==> config.mk <==
export PLATFORM = sky130hd
export DESIGN_NAME = piso_shift_tx_flat
export DESIGN_NICKNAME = d
export VERILOG_FILES = /design/src/rtl/piso_shift_tx_pkg.sv /design/src/rtl/piso_shift_tx_if.sv /design/src/rtl/piso_bit_counter.sv /design/src/rtl/piso_shift_tx.sv /design/src/flat_wrapper.sv
export SDC_FILE = /design/constraint.sdc
export NUM_CORES = 1
export LEC_CHECK = 0
export CAP_MARGIN = 20
export CELL_PAD_IN_SITES_DETAIL_PLACEMENT = 0
export CELL_PAD_IN_SITES_GLOBAL_PLACEMENT = 2
export CORE_MARGIN = 1
export CORE_UTILIZATION = 22
export CTS_CLUSTER_SIZE = 10
export DETAILED_ROUTE_END_ITERATION = 8
export GPL_TIMING_DRIVEN = 0
export HOLD_SLACK_MARGIN = 0.1
export PLACE_DENSITY = 0.75
export SYNTH_ARGS = -nofsm -noshare
export SYNTH_HDL_FRONTEND = slang
export SYNTH_SLANG_ARGS = --single-unit
export TNS_END_PERCENT = 20
==> constraint.sdc <==
create_clock -name clk -period 1.4 [get_ports clk]
set_input_delay 0.28 -clock clk [delete_from_list [all_inputs] [get_ports clk]]
set_output_delay 0.28 -clock clk [all_outputs]
set_load 0.005 [all_outputs]
==> src/rtl/piso_shift_tx_pkg.sv <==
// Shared types and constants for the parallel-in / serial-out transmitter.
package piso_shift_tx_pkg;

    // Word length used when the instantiating level does not override it.
    localparam int unsigned DefaultWidth = 4;

    // Transmitter control states.
    typedef enum logic {
        StIdle  = 1'b0,
        StShift = 1'b1
    } state_e;

    // Bit-counter width for a given word length; never narrower than one bit.
    function automatic int unsigned cnt_width(input int unsigned width);
        return (width > 1) ? $clog2(width) : 1;
    endfunction

endpackage

==> src/rtl/piso_shift_tx_if.sv <==
// Load handshake, shift enable and serial output bundle of the transmitter.
interface piso_shift_tx_if
    import piso_shift_tx_pkg::*;
#(
    parameter int unsigned WIDTH = DefaultWidth
);

    logic             load_valid;
    logic [WIDTH-1:0] din;
    logic             load_ready;
    logic             en;
    logic             SO;
    logic             so_valid;
    logic             so_last;
    logic             busy;

    // Word source / shift-enable owner.
    modport master (
        output load_valid,
        output din,
        output en,
        input  load_ready,
        input  SO,
        input  so_valid,
        input  so_last,
        input  busy
    );

    // The transmitter itself.
    modport slave (
        input  load_valid,
        input  din,
        input  en,
        output load_ready,
        output SO,
        output so_valid,
        output so_last,
        output busy
    );

endinterface

==> src/rtl/piso_bit_counter.sv <==
// Down-counter tracking the bits left in the current word; load wins over decrement.
module piso_bit_counter #(
    parameter int unsigned CntW = 2
) (
    input  logic            clk,
    input  logic            clear,
    input  logic            load_i,
    input  logic [CntW-1:0] load_val_i,
    input  logic            dec_i,
    output logic            zero_o
);

    logic [CntW-1:0] count_q;
    logic [CntW-1:0] count_d;

    // Next count: reload, step down (saturating at zero) or hold.
    always_comb begin
        count_d = count_q;
        if (load_i) begin
            count_d = load_val_i;
        end else if (dec_i && (count_q != '0)) begin
            count_d = count_q - CntW'(1);
        end
    end

    // Count register, forced to zero by the asynchronous clear.
    always_ff @(posedge clk or posedge clear) begin
        if (clear) begin
            count_q <= '0;
        end else begin
            count_q <= count_d;
        end
    end

    assign zero_o = (count_q == '0);

endmodule

==> src/rtl/piso_shift_tx.sv <==
// Parallel-in / serial-out transmitter with load handshake, shift stall and
// gap-free back-to-back words.
module piso_shift_tx
    import piso_shift_tx_pkg::*;
#(
    parameter int unsigned WIDTH     = DefaultWidth,
    parameter bit          MSB_FIRST = 1'b1
) (
    input logic           clk,
    input logic           clear,
    piso_shift_tx_if.slave bus
);

    localparam int unsigned     CntW    = cnt_width(WIDTH);
    localparam logic [CntW-1:0] LastIdx = CntW'(WIDTH - 1);

    state_e           state_q;
    state_e           state_d;
    logic [WIDTH-1:0] shreg_q;
    logic [WIDTH-1:0] shreg_d;

    logic cnt_load;
    logic cnt_dec;
    logic cnt_zero;
    logic load_ready;
    logic handshake;
    logic out_bit;

    // The final bit of a word is also the slot where the next word may load.
    assign load_ready = (state_q == StIdle) || (cnt_zero && bus.en);
    assign handshake  = bus.load_valid && load_ready;

    // Bit at the output end of the shift register.
    assign out_bit = MSB_FIRST ? shreg_q[WIDTH-1] : shreg_q[0];

    piso_bit_counter #(
        .CntW (CntW)
    ) u_bit_counter (
        .clk        (clk),
        .clear      (clear),
        .load_i     (cnt_load),
        .load_val_i (LastIdx),
        .dec_i      (cnt_dec),
        .zero_o     (cnt_zero)
    );

    // Next-state, shift-register and counter control.
    always_comb begin
        state_d  = state_q;
        shreg_d  = shreg_q;
        cnt_load = 1'b0;
        cnt_dec  = 1'b0;

        unique case (state_q)
            StIdle: begin
                if (handshake) begin
                    shreg_d  = bus.din;
                    cnt_load = 1'b1;
                    state_d  = StShift;
                end
            end

            StShift: begin
                // en low freezes everything, including a pending reload.
                if (bus.en) begin
                    if (!cnt_zero) begin
                        if (MSB_FIRST) begin
                            shreg_d = {shreg_q[WIDTH-2:0], 1'b0};
                        end else begin
                            shreg_d = {1'b0, shreg_q[WIDTH-1:1]};
                        end
                        cnt_dec = 1'b1;
                    end else if (handshake) begin
                        shreg_d  = bus.din;
                        cnt_load = 1'b1;
                    end else begin
                        shreg_d = '0;
                        state_d = StIdle;
                    end
                end
            end

            default: begin
                state_d = StIdle;
                shreg_d = '0;
            end
        endcase
    end

    // State and shift register, forced idle and empty by the asynchronous clear.
    always_ff @(posedge clk or posedge clear) begin
        if (clear) begin
            state_q <= StIdle;
            shreg_q <= '0;
        end else begin
            state_q <= state_d;
            shreg_q <= shreg_d;
        end
    end

    // Serial outputs are gated so nothing leaks out while idle.
    always_comb begin
        bus.SO       = 1'b0;
        bus.so_valid = 1'b0;
        bus.so_last  = 1'b0;
        bus.busy     = 1'b0;
        if (state_q == StShift) begin
            bus.SO       = out_bit;
            bus.so_valid = 1'b1;
            bus.so_last  = cnt_zero;
            bus.busy     = 1'b1;
        end
    end

    assign bus.load_ready = load_ready;

endmodule

==> src/flat_wrapper.sv <==
// flat-port wrapper written by rule: the top's interface ports become plain ports
module piso_shift_tx_flat import piso_shift_tx_pkg::*;
#(
    parameter int unsigned WIDTH     = DefaultWidth,
    parameter bit          MSB_FIRST = 1'b1
)
  (clk, clear, bus_load_valid, bus_din, bus_en, bus_load_ready, bus_SO, bus_so_valid, bus_so_last, bus_busy);
  piso_shift_tx_if #(.WIDTH(WIDTH)) bus_i ();
  input logic clk;
  input logic clear;
  input wire logic [$bits(bus_i.load_valid)-1:0] bus_load_valid;
  input wire logic [$bits(bus_i.din)-1:0] bus_din;
  input wire logic [$bits(bus_i.en)-1:0] bus_en;
  output wire logic [$bits(bus_i.load_ready)-1:0] bus_load_ready;
  output wire logic [$bits(bus_i.SO)-1:0] bus_SO;
  output wire logic [$bits(bus_i.so_valid)-1:0] bus_so_valid;
  output wire logic [$bits(bus_i.so_last)-1:0] bus_so_last;
  output wire logic [$bits(bus_i.busy)-1:0] bus_busy;
  assign bus_i.load_valid = bus_load_valid;
  assign bus_i.din = bus_din;
  assign bus_i.en = bus_en;
  assign bus_load_ready = bus_i.load_ready;
  assign bus_SO = bus_i.SO;
  assign bus_so_valid = bus_i.so_valid;
  assign bus_so_last = bus_i.so_last;
  assign bus_busy = bus_i.busy;
  piso_shift_tx #(.WIDTH(WIDTH), .MSB_FIRST(MSB_FIRST)) u_core (.clk(clk), .clear(clear), .bus(bus_i));
endmodule
==> results of run 1 <==
[area by class of cell]
class	instances	area [sq um]	area share, %
Buffer	1	7.507	1.237
Clock buffer	4	26.28	4.330
Inverter	4	15.01	2.474
Multi-Input combinational cell	23	210.2	34.64
Sequential cell	7	176.4	29.07
Tap cell	16	20.02	3.299
Timing Repair Buffer	17	151.4	24.95
[timing repair]
item | in CTS | in global routing
buffers inserted | 4 | 1
resized for setup | 18 | 4
pin swaps | 2 | 3
endpoints found under the setup margin | 8 | 6
[metal layers]
layer	part of all wire (%)	vias up
met5	0	-
met4	1.4	0
met3	5.7	4
met2	44	11
met1	49	151
li1	-	167
[through the flow]
step                      power (mW)  hold slack (ns)
after floorplan               0.5379          0.08340
after global placement        0.6813           0.4769
after detailed placement      0.6872           0.4833
after CTS                     0.9630           0.2652
after global routing           1.075           0.2804
final                         0.9955           0.2510
[how the worst max path moves through the flow]
stage                              endpoint                       startpoint  slack (ns)  cells past startpoint
after floorplan           u_core.shreg_q[2]                   u_core.state_q        0.04                      3
after global placement       bus_load_ready                           bus_en       -0.41                      4
after detailed placement     bus_load_ready                           bus_en       -0.41                      4
after CTS                       bus_so_last  u_core.u_bit_counter.count_q[1]       -0.08                      4
after global routing         bus_load_ready  u_core.u_bit_counter.count_q[1]       -0.10                      5
final                        bus_load_ready  u_core.u_bit_counter.count_q[0]       -0.02                      5
[cells in the mapped netlist]
cell      instances
a21boi_2          1
nor2b_1           2
a221o_1           3
mux2i_2           1
ha_1              1
dfrtp_1           7
inv_1             4
a21oi_1           2
and2_1            2
or2_2             1
nand3b_1          2
nor3_1            2
buf_4             1
a22o_1            1
o21ai_0           2
and3b_1           3
[critical path, stage by stage (launching register included)]
cell      delay (ns)
dfrtp_1         0.36
inv_2           0.05
ha_4            0.17
a21boi_4        0.13
inv_1           0.05
buf_2           0.12
[registers in the layout, summed over array words and instances (netlist names)]
register,flops
u_core.shreg_q,4
u_core.state_q,1
u_core.u_bit_counter.count_q,2
[power by group through the flow]
stage / Clock (mW) / Combinational, mW / Sequential [mW]
2_1_floorplan: 0 / 0.218 / 0.320
3_3_place_gp: 0 / 0.348 / 0.333
3_5_place_dp: 0 / 0.354 / 0.333
4_1_cts: 0.205 / 0.437 / 0.321
5_1_grt: 0.217 / 0.527 / 0.331
6_report: 0.196 / 0.477 / 0.322
[cells by family (layout without fill, tap and decap cells)]
group | after synthesis | in the layout | synth area share [%]
AO/OA/AOI/OAI | 9 | 9 | 18.61
flip-flops | 7 | 7 | 46.51
AND/OR/NAND/NOR | 12 | 12 | 21.93
adder cells (fa/ha/maj) | 1 | 1 | 3.322
multiplexers | 1 | 1 | 3.654
buffers and inverters | 5 | 26 | 5.980
[cell usage in the layout (no fill, tap or decap), drive strengths merged]
cell,n
buf,9
dfrtp,7
clkdlybuf4s50,6
clkbuf,4
inv,4
and3b,3
a221o,3
dlygate4sd2,3
nor2b,2
nand3b,2
o21ai,2
nor3,2
a21oi,2
and2,2
a21boi,1
mux2i,1
or2,1
a22o,1
ha,1
==> results.yml, run 1 <==
sta:
  rsz0062_at_grt: "yes"
  worstMarginPinSlew_ns: 0.3402
  final-setup-viol-count: 2
  clock.fmax_ghz: 0.7065
  setup_slack_ns: -0.01547
  maxSlewViolCount: 0
  post-route-min-period_ns: 1.415
  finalClockSkew_ns: 0.003109
  hold_viol_final: 0
  fin_tns_setup_ns: -0.01702
  timing.slew.headroom_pct: 77.27
  period_share_pct: 101.1
critical_path:
  critPathRequiredTime_ns: 1.12
  startpoint_type: "flop"
  crit_path_end_kind: "output pin"
  rr_endpoint: "u_core.shreg_q[1]"
  r2r_start: "u_core.state_q"
  crit_type: "reg -> out"
  critPathMaxFanout: 4
  regToRegSetupSlack_ns: 0
  reg2regPathDepth: 4
  worstPathArrival_ns: 1.14
routing:
  ant_nets: 0
  vias: 333
  detail_route.wirelength_um: 843
  first_pass_iters: 4
  wl_per_cell_um: 11.71
  vias_per_cell: 4.625
  drc_errors: 0
  drt_iter0_markers: 8
yosys:
  synth_cell_type_count: 16
  synth_top_area_share_pct: 46.51
  syn-cell-area_sq_um: 376.6
  synth.largest_area_cell: "dfrtp_1"
  avgSynthCellArea_sq_um: 10.76
  seq_area_frac_synth_pct: 46.51
  ys_top_cells_by_area: "dfrtp_1 (47%), a221o_1 (8.0%), and3b_1 (7.0%)"
  ys_ff_latch: 7
  postSynthCellCount: 35
  ys_warn_count: 0
  syn-num-nets: 44
die:
  die_h_um: 43.38
  initial_core_util_pct: 24.16
  fp-row-count: 14
  core_sq_um: 1559
  die_area_sq_um: 1881
  die_x_um: 43.38
  io_pins: 13
clocking:
  clockRootBuffer: "clkbuf_4"
  clk_pin_slew_ns: 0.06
  cts_buffers: 3
  insertion_delay_ns: 0.26
  cts_tree: "built"
  cts_sinks: 7
  postCtsHoldBufs: 0
  h-tree-depth: 1
  clockBufferDepth: 2
power_and_ir_drop:
  ir_drop_v: 0.0005623
  pwr_density_cell_nw_per_um2: 1641
  pwr-share-seq_pct: 32.4
  clockPowerShare_pct: 19.7
  power_switching_share_pct: 32.16
  pwr-share-comb_pct: 47.9
  p_sw_mw: 0.3202
  power.internal_mw: 0.6754
  leakage_nw: 0.2943
flow_run:
  max-cap-violations: 0
final_layout:
  area_growth_pct: 61.13
  n_antenna_cell: 0
  drive_gt1_share_pct: 35.71
  nFillCells: 159
  nNetsFinal: 66
  final_area_sq_um: 606.8
  stdcell_count: 72
  final_util_pct: 38.92
global_routing:
  antenna_found_initial: 0
  grt_remaining_overflow: 0
  grtUsageMet1_pct: 15.14
  gr-max-usage-layer: "met1"
  use_met3_pct: 3.750
  gr-usage-all-layers_pct: 10.63
  grt_max_degree: 8
  gr-usage-met2_pct: 13.03
  grt_pass1_wl_mm: 1.380
  grt_pass1_vias: 294
placement:
  dp_hpwl_um: 561.8
  dp_cells: 63
  io_buffers: 12
  place_ws_ns: -0.4093
  placed_cell_area_sq_um: 516.7
  gp_congestion: 0.6964
worst_hold_path:
  hold_class: "in -> async"
run_status:
  violations: "negative setup slack"
  outcome: "complete, but fails checks"
Power figures use the tool's default switching activity.
==> run 2, diff against run 1 <==
Settings changed: CORE_UTILIZATION 22 to 24, CTS_BUF_LIST set to sky130_fd_sc_hd__clkbuf_8, PLACE_DENSITY 0.75 to 0.8.
==> results.yml, run 2 (synthesized netlist as in run 1, its figures left out) <==
sta:
  worstMarginPinSlew_ns: 0.2883
  timing.slew.headroom_pct: 80.78
  maxSlewViolCount: 0
  post-route-min-period_ns: 1.393
  final-setup-viol-count: 0
  hold_viol_final: 0
  rsz0062_at_grt: "yes"
  fin_tns_setup_ns: 0
  finalClockSkew_ns: 0.002223
  period_share_pct: 99.51
  whs_ns: 0.2917
  clock.fmax_ghz: 0.7178
critical_path:
  r2r_start: "u_core.state_q"
  cp_slowest_cell: "dfrtp_2"
  reg2regPathDepth: 4
  crit_chain: "buf_6, mux2i_4, and3b_1, a221o_1"
  crit_path_end_kind: "flop"
  critPathRequiredTime_ns: 1.50
  critPathMaxFanout: 7
  critPathMaxStageDelay_ns: 0.41
  rr_endpoint: "u_core.shreg_q[1]"
  regToRegSetupSlack_ns: 0.007
  worstPathArrival_ns: 1.50
  crit_start: "u_core.state_q"
  startpoint_type: "flop"
  crit_end: "u_core.shreg_q[1]"
  crit_type: "reg -> reg"
placement:
  io_buffers: 12
  gp_congestion: 0.6595
  dp_hpwl_um: 566.2
final_layout:
  nNetsFinal: 67
  top_regs: "u_core.shreg_q: 4 flops, u_core.u_bit_counter.count_q: 2 flops, u_core.state_q: 1 flops"
  drive_gt1_share_pct: 38.60
  area_growth_pct: 63.79
  final_cell_mix: "buf_4 (6), dfrtp_1 (6), clkdlybuf4s50_1 (5)"
  largest_register_ff_count: 4
  final_util_pct: 44.62
  top_register: "u_core.shreg_q"
  n_antenna_cell: 0
power_and_ir_drop:
  pwr_density_cell_nw_per_um2: 1728
  ir_drop_v: 0.0007527
  leakage_nw: 0.3001
die:
  die_h_um: 41.62
  initial_core_util_pct: 27.24
  die_area_sq_um: 1732
  die_x_um: 41.62
  io_pins: 13
  fp-row-count: 13
  core_sq_um: 1383
routing:
  ant_nets: 0
  drc_errors: 0
  vias: 343
  wl_per_cell_um: 12.38
  drt_iter0_markers: 2
  vias_per_cell: 4.764
  detail_route.wirelength_um: 891
  first_pass_iters: 2
global_routing:
  grt_pass1_wl_mm: 1.642
  grt_pass1_vias: 377
  grt_max_degree: 8
  antenna_found_initial: 0
  gr-usage-all-layers_pct: 12.78
  grt_remaining_overflow: 0
clocking:
  cts_tree: "built"
  insertion_delay_ns: 0.22
  cts_buffers: 3
  clk_pin_slew_ns: 0.04
  postCtsHoldBufs: 0
  h-tree-depth: 1
  clockBufferDepth: 2
  clockRootBuffer: "clkbuf_8"
  cts_sinks: 7
worst_hold_path:
  hold_class: "in -> async"
flow_run:
  max-cap-violations: 0
run_status:
  outcome: "completed"
## run 2: how the worst min path moves through the flow
| stage | from | end |
|---|---|---|
| after global placement | u_core.shreg_q[0] | u_core.shreg_q[0] |
| after detailed placement | u_core.shreg_q[0] | u_core.shreg_q[0] |
| after floorplan | clear | u_core.shreg_q[0] |
| after global routing | clear | u_core.u_bit_counter.count_q[0] |
| final | clear | u_core.u_bit_counter.count_q[1] |
| after CTS | clear | u_core.u_bit_counter.count_q[0] |
## run 2: metrics by stage
step	power, mW	instance area, sq um	setup slack [ns]	std cells
after detailed placement	0.6940	515.5	-0.4180	62
after floorplan	0.5379	376.6	0.04383	35
after global routing	1.163	616.8	-0.05498	72
final	1.066	616.8	0.006847	72
after global placement	0.6865	515.5	-0.4116	62
after CTS	1.068	618.1	-0.06345	72
## run 2: what timing repair did
action,CTS,global route
setup endpoints to repair,8,7
resized for setup,16,5
pin swaps,2,1
setup buffers,6,0
## run 2: area by class of cell
cell class                 instances  area (sq um)
fill                             129         765.7
multi-input combinational         23         205.2
sequential                         7         176.4
timing repair buffer              18         148.9
clock buffer                       3         41.29
tap                               15         18.77
inverter                           4         15.01
buffer                             1         7.507
clock inverter                     1         3.754
## run 2: report_power, final
part	switching [mW]	leakage (nW)	internal (mW)
Sequential	0.0463	0.0846	0.278
Clock	0.0857	0.0269	0.189
Combinational	0.190	0.189	0.276
## run 2: per-layer routing
metal	track usage [%]	vias to the layer above	wire length, um
li1	-	171	-
met1	15.49	164	389
met2	20.63	6	464
met3	2.609	2	29
met4	7.742	0	7
met5	0	-	0
## run 2: critical path, delay by kind of cell (launching register included)
family / cells / cell delay, ns
DFF: 1 / 0.41
muxes: 1 / 0.28
AOI/OAI and AO/OA: 1 / 0.25
and+or+nand+nor: 1 / 0.21
buffers and inverters: 1 / 0.12
==> variant 1, RTL diff (settings of run 1) <==
Change the package constant `DefaultWidth` from 4 to 5.
--- a/src/rtl/piso_shift_tx_pkg.sv
+++ b/src/rtl/piso_shift_tx_pkg.sv
@@ -2,7 +2,7 @@
 package piso_shift_tx_pkg;
 
     // Word length used when the instantiating level does not override it.
-    localparam int unsigned DefaultWidth = 4;
+    localparam int unsigned DefaultWidth = 5;
 
     // Transmitter control states.
     typedef enum logic {
Ports: changed (resized bus_din); port bits go from 13 to 14. The function was not compared with the original's and may differ.
==> variant 1 against run 1 <==
The flow still finishes with violations (negative setup slack). Sequential cell count rose by 2. Setup slack got worse by 0.28 ns. Synthesized area rose by 43%. Combinational power rose by 75%. Sequential power rose by 37%. Total power rose by 48%. Design area rose by 37%. Non-clock buffer count rose by 11. Routed wire length rose by 61%. Largest power group unchanged.
==> variant 1: results (changes against run 1) <==
| Metric | Value |
|---|---|
| Seq/total area | `27.2% (-1.9 points)` |
| Post CTS Setup Buffer Count | `9 (+5)` |
| Final setup fails | `9 (+7)` |
| R2R Path Start | `u_core.u_bit_counter.count_q[0]$_DFFE_PP0P_` |
| Buffering overhead | `29.3% (+3.1 points)` |
| Ratio of cells with drive above 1 in the final layout | `35.3% (-0.42 points)` |
| WL final | `1.36 mm (+61%)` |
| Largest net degree at the start of global routing | `11 (+3)` |
| Pre-CTS WS | `-0.471 ns (-0.0615 ns)` |
| Met3 Use GR | `1.79% (-2.0 points)` |
| Area taken by multi-input logic gates | `287 um2 (+36%)` |
| Router iterations before antenna repair | `2 (-2)` |
| Cell variety after synth | `23 (+7)` |
| Nets | `97 (+47%)` |
| Count of multi-input gates | `39 (+70%)` |
| Synth cell count leaders | `dfrtp_1 (9), nand2_1 (8), nand2b_1 (5), nand4_1 (5), o211ai_1 (4)` |
| Switch Pwr | `0.498 mW (+56%)` |
| Fin Clk Skew | `0.00627 ns (+0.00316 ns)` |
| Arr. time, crit path | `1.41 ns (+0.27 ns)` |
| Avg Cell Area, Syn | `9.61 um2 (-11%)` |
| R2R Setup Slk | `-0.21 ns (-0.21 ns)` |
| Hpwl dp | `850 um (+51%)` |
| Global Route met1 Usage | `15.6% (+0.44 points)` |
| Syn Nets | `67 (+52%)` |
| Synth top area cells | `dfrtp_1 (42%), nand2b_1 (5.8%), nand4_1 (5.8%), nand2_1 (5.6%), o211ai_1 (5.6%)` |
| Post-DP Area | `693 um2 (+34%)` |
| Initial DRC count | `4 (-4)` |
| Total track usage | `11.7% (+1.1 points)` |
| Failing checks | `negative setup slack` |
| WL met1 | `662 um (+60%)` |
| PnR worst setup slack | `-0.292 ns (-0.276 ns)` |
| Worst hold slack | `0.295 ns (+0.0442 ns)` |
| Number of non-clock buffers | `29 (+11)` |
| Status | `finished with violations` |
| Met2 Usage GRT | `17.1% (+4.1 points)` |
| Max-slew headroom | `68.3% (-9.0 points)` |
| Number of fill cells | `247 (+55%)` |
==> variant 1: changes by cell type in the layout (fill, tap and decap cells not counted), sizes merged, moves of 3 or more <==
| cell | before | now |
|---|---|---|
| nand2 | 0 | 8 |
| and3b | 3 | 0 |
| a221o | 3 | 0 |
| buf | 9 | 19 |
| nand2b | 0 | 5 |
| o211ai | 0 | 4 |
| nand4 | 0 | 5 |
==> variant 1: critical path, stage by stage, from the launching register on <==
cell      delay (ns)
dfrtp_1         0.37
inv_2           0.06
ha_4            0.16
nor2b_4         0.12
buf_6           0.12
a21boi_4        0.16
inv_2           0.05
buf_2           0.12
==> variant 1: power by group through the flow <==
| stage | Sequential (mW) | Clock [mW] | Combinational (mW) |
|---|---|---|---|
| after global routing | 0.453 | 0.226 | 0.924 |
| after CTS | 0.439 | 0.212 | 0.760 |
| final | 0.442 | 0.199 | 0.834 |
| after global placement | 0.445 | 0 | 0.568 |
| after detailed placement | 0.448 | 0 | 0.578 |
| after floorplan | 0.430 | 0 | 0.395 |
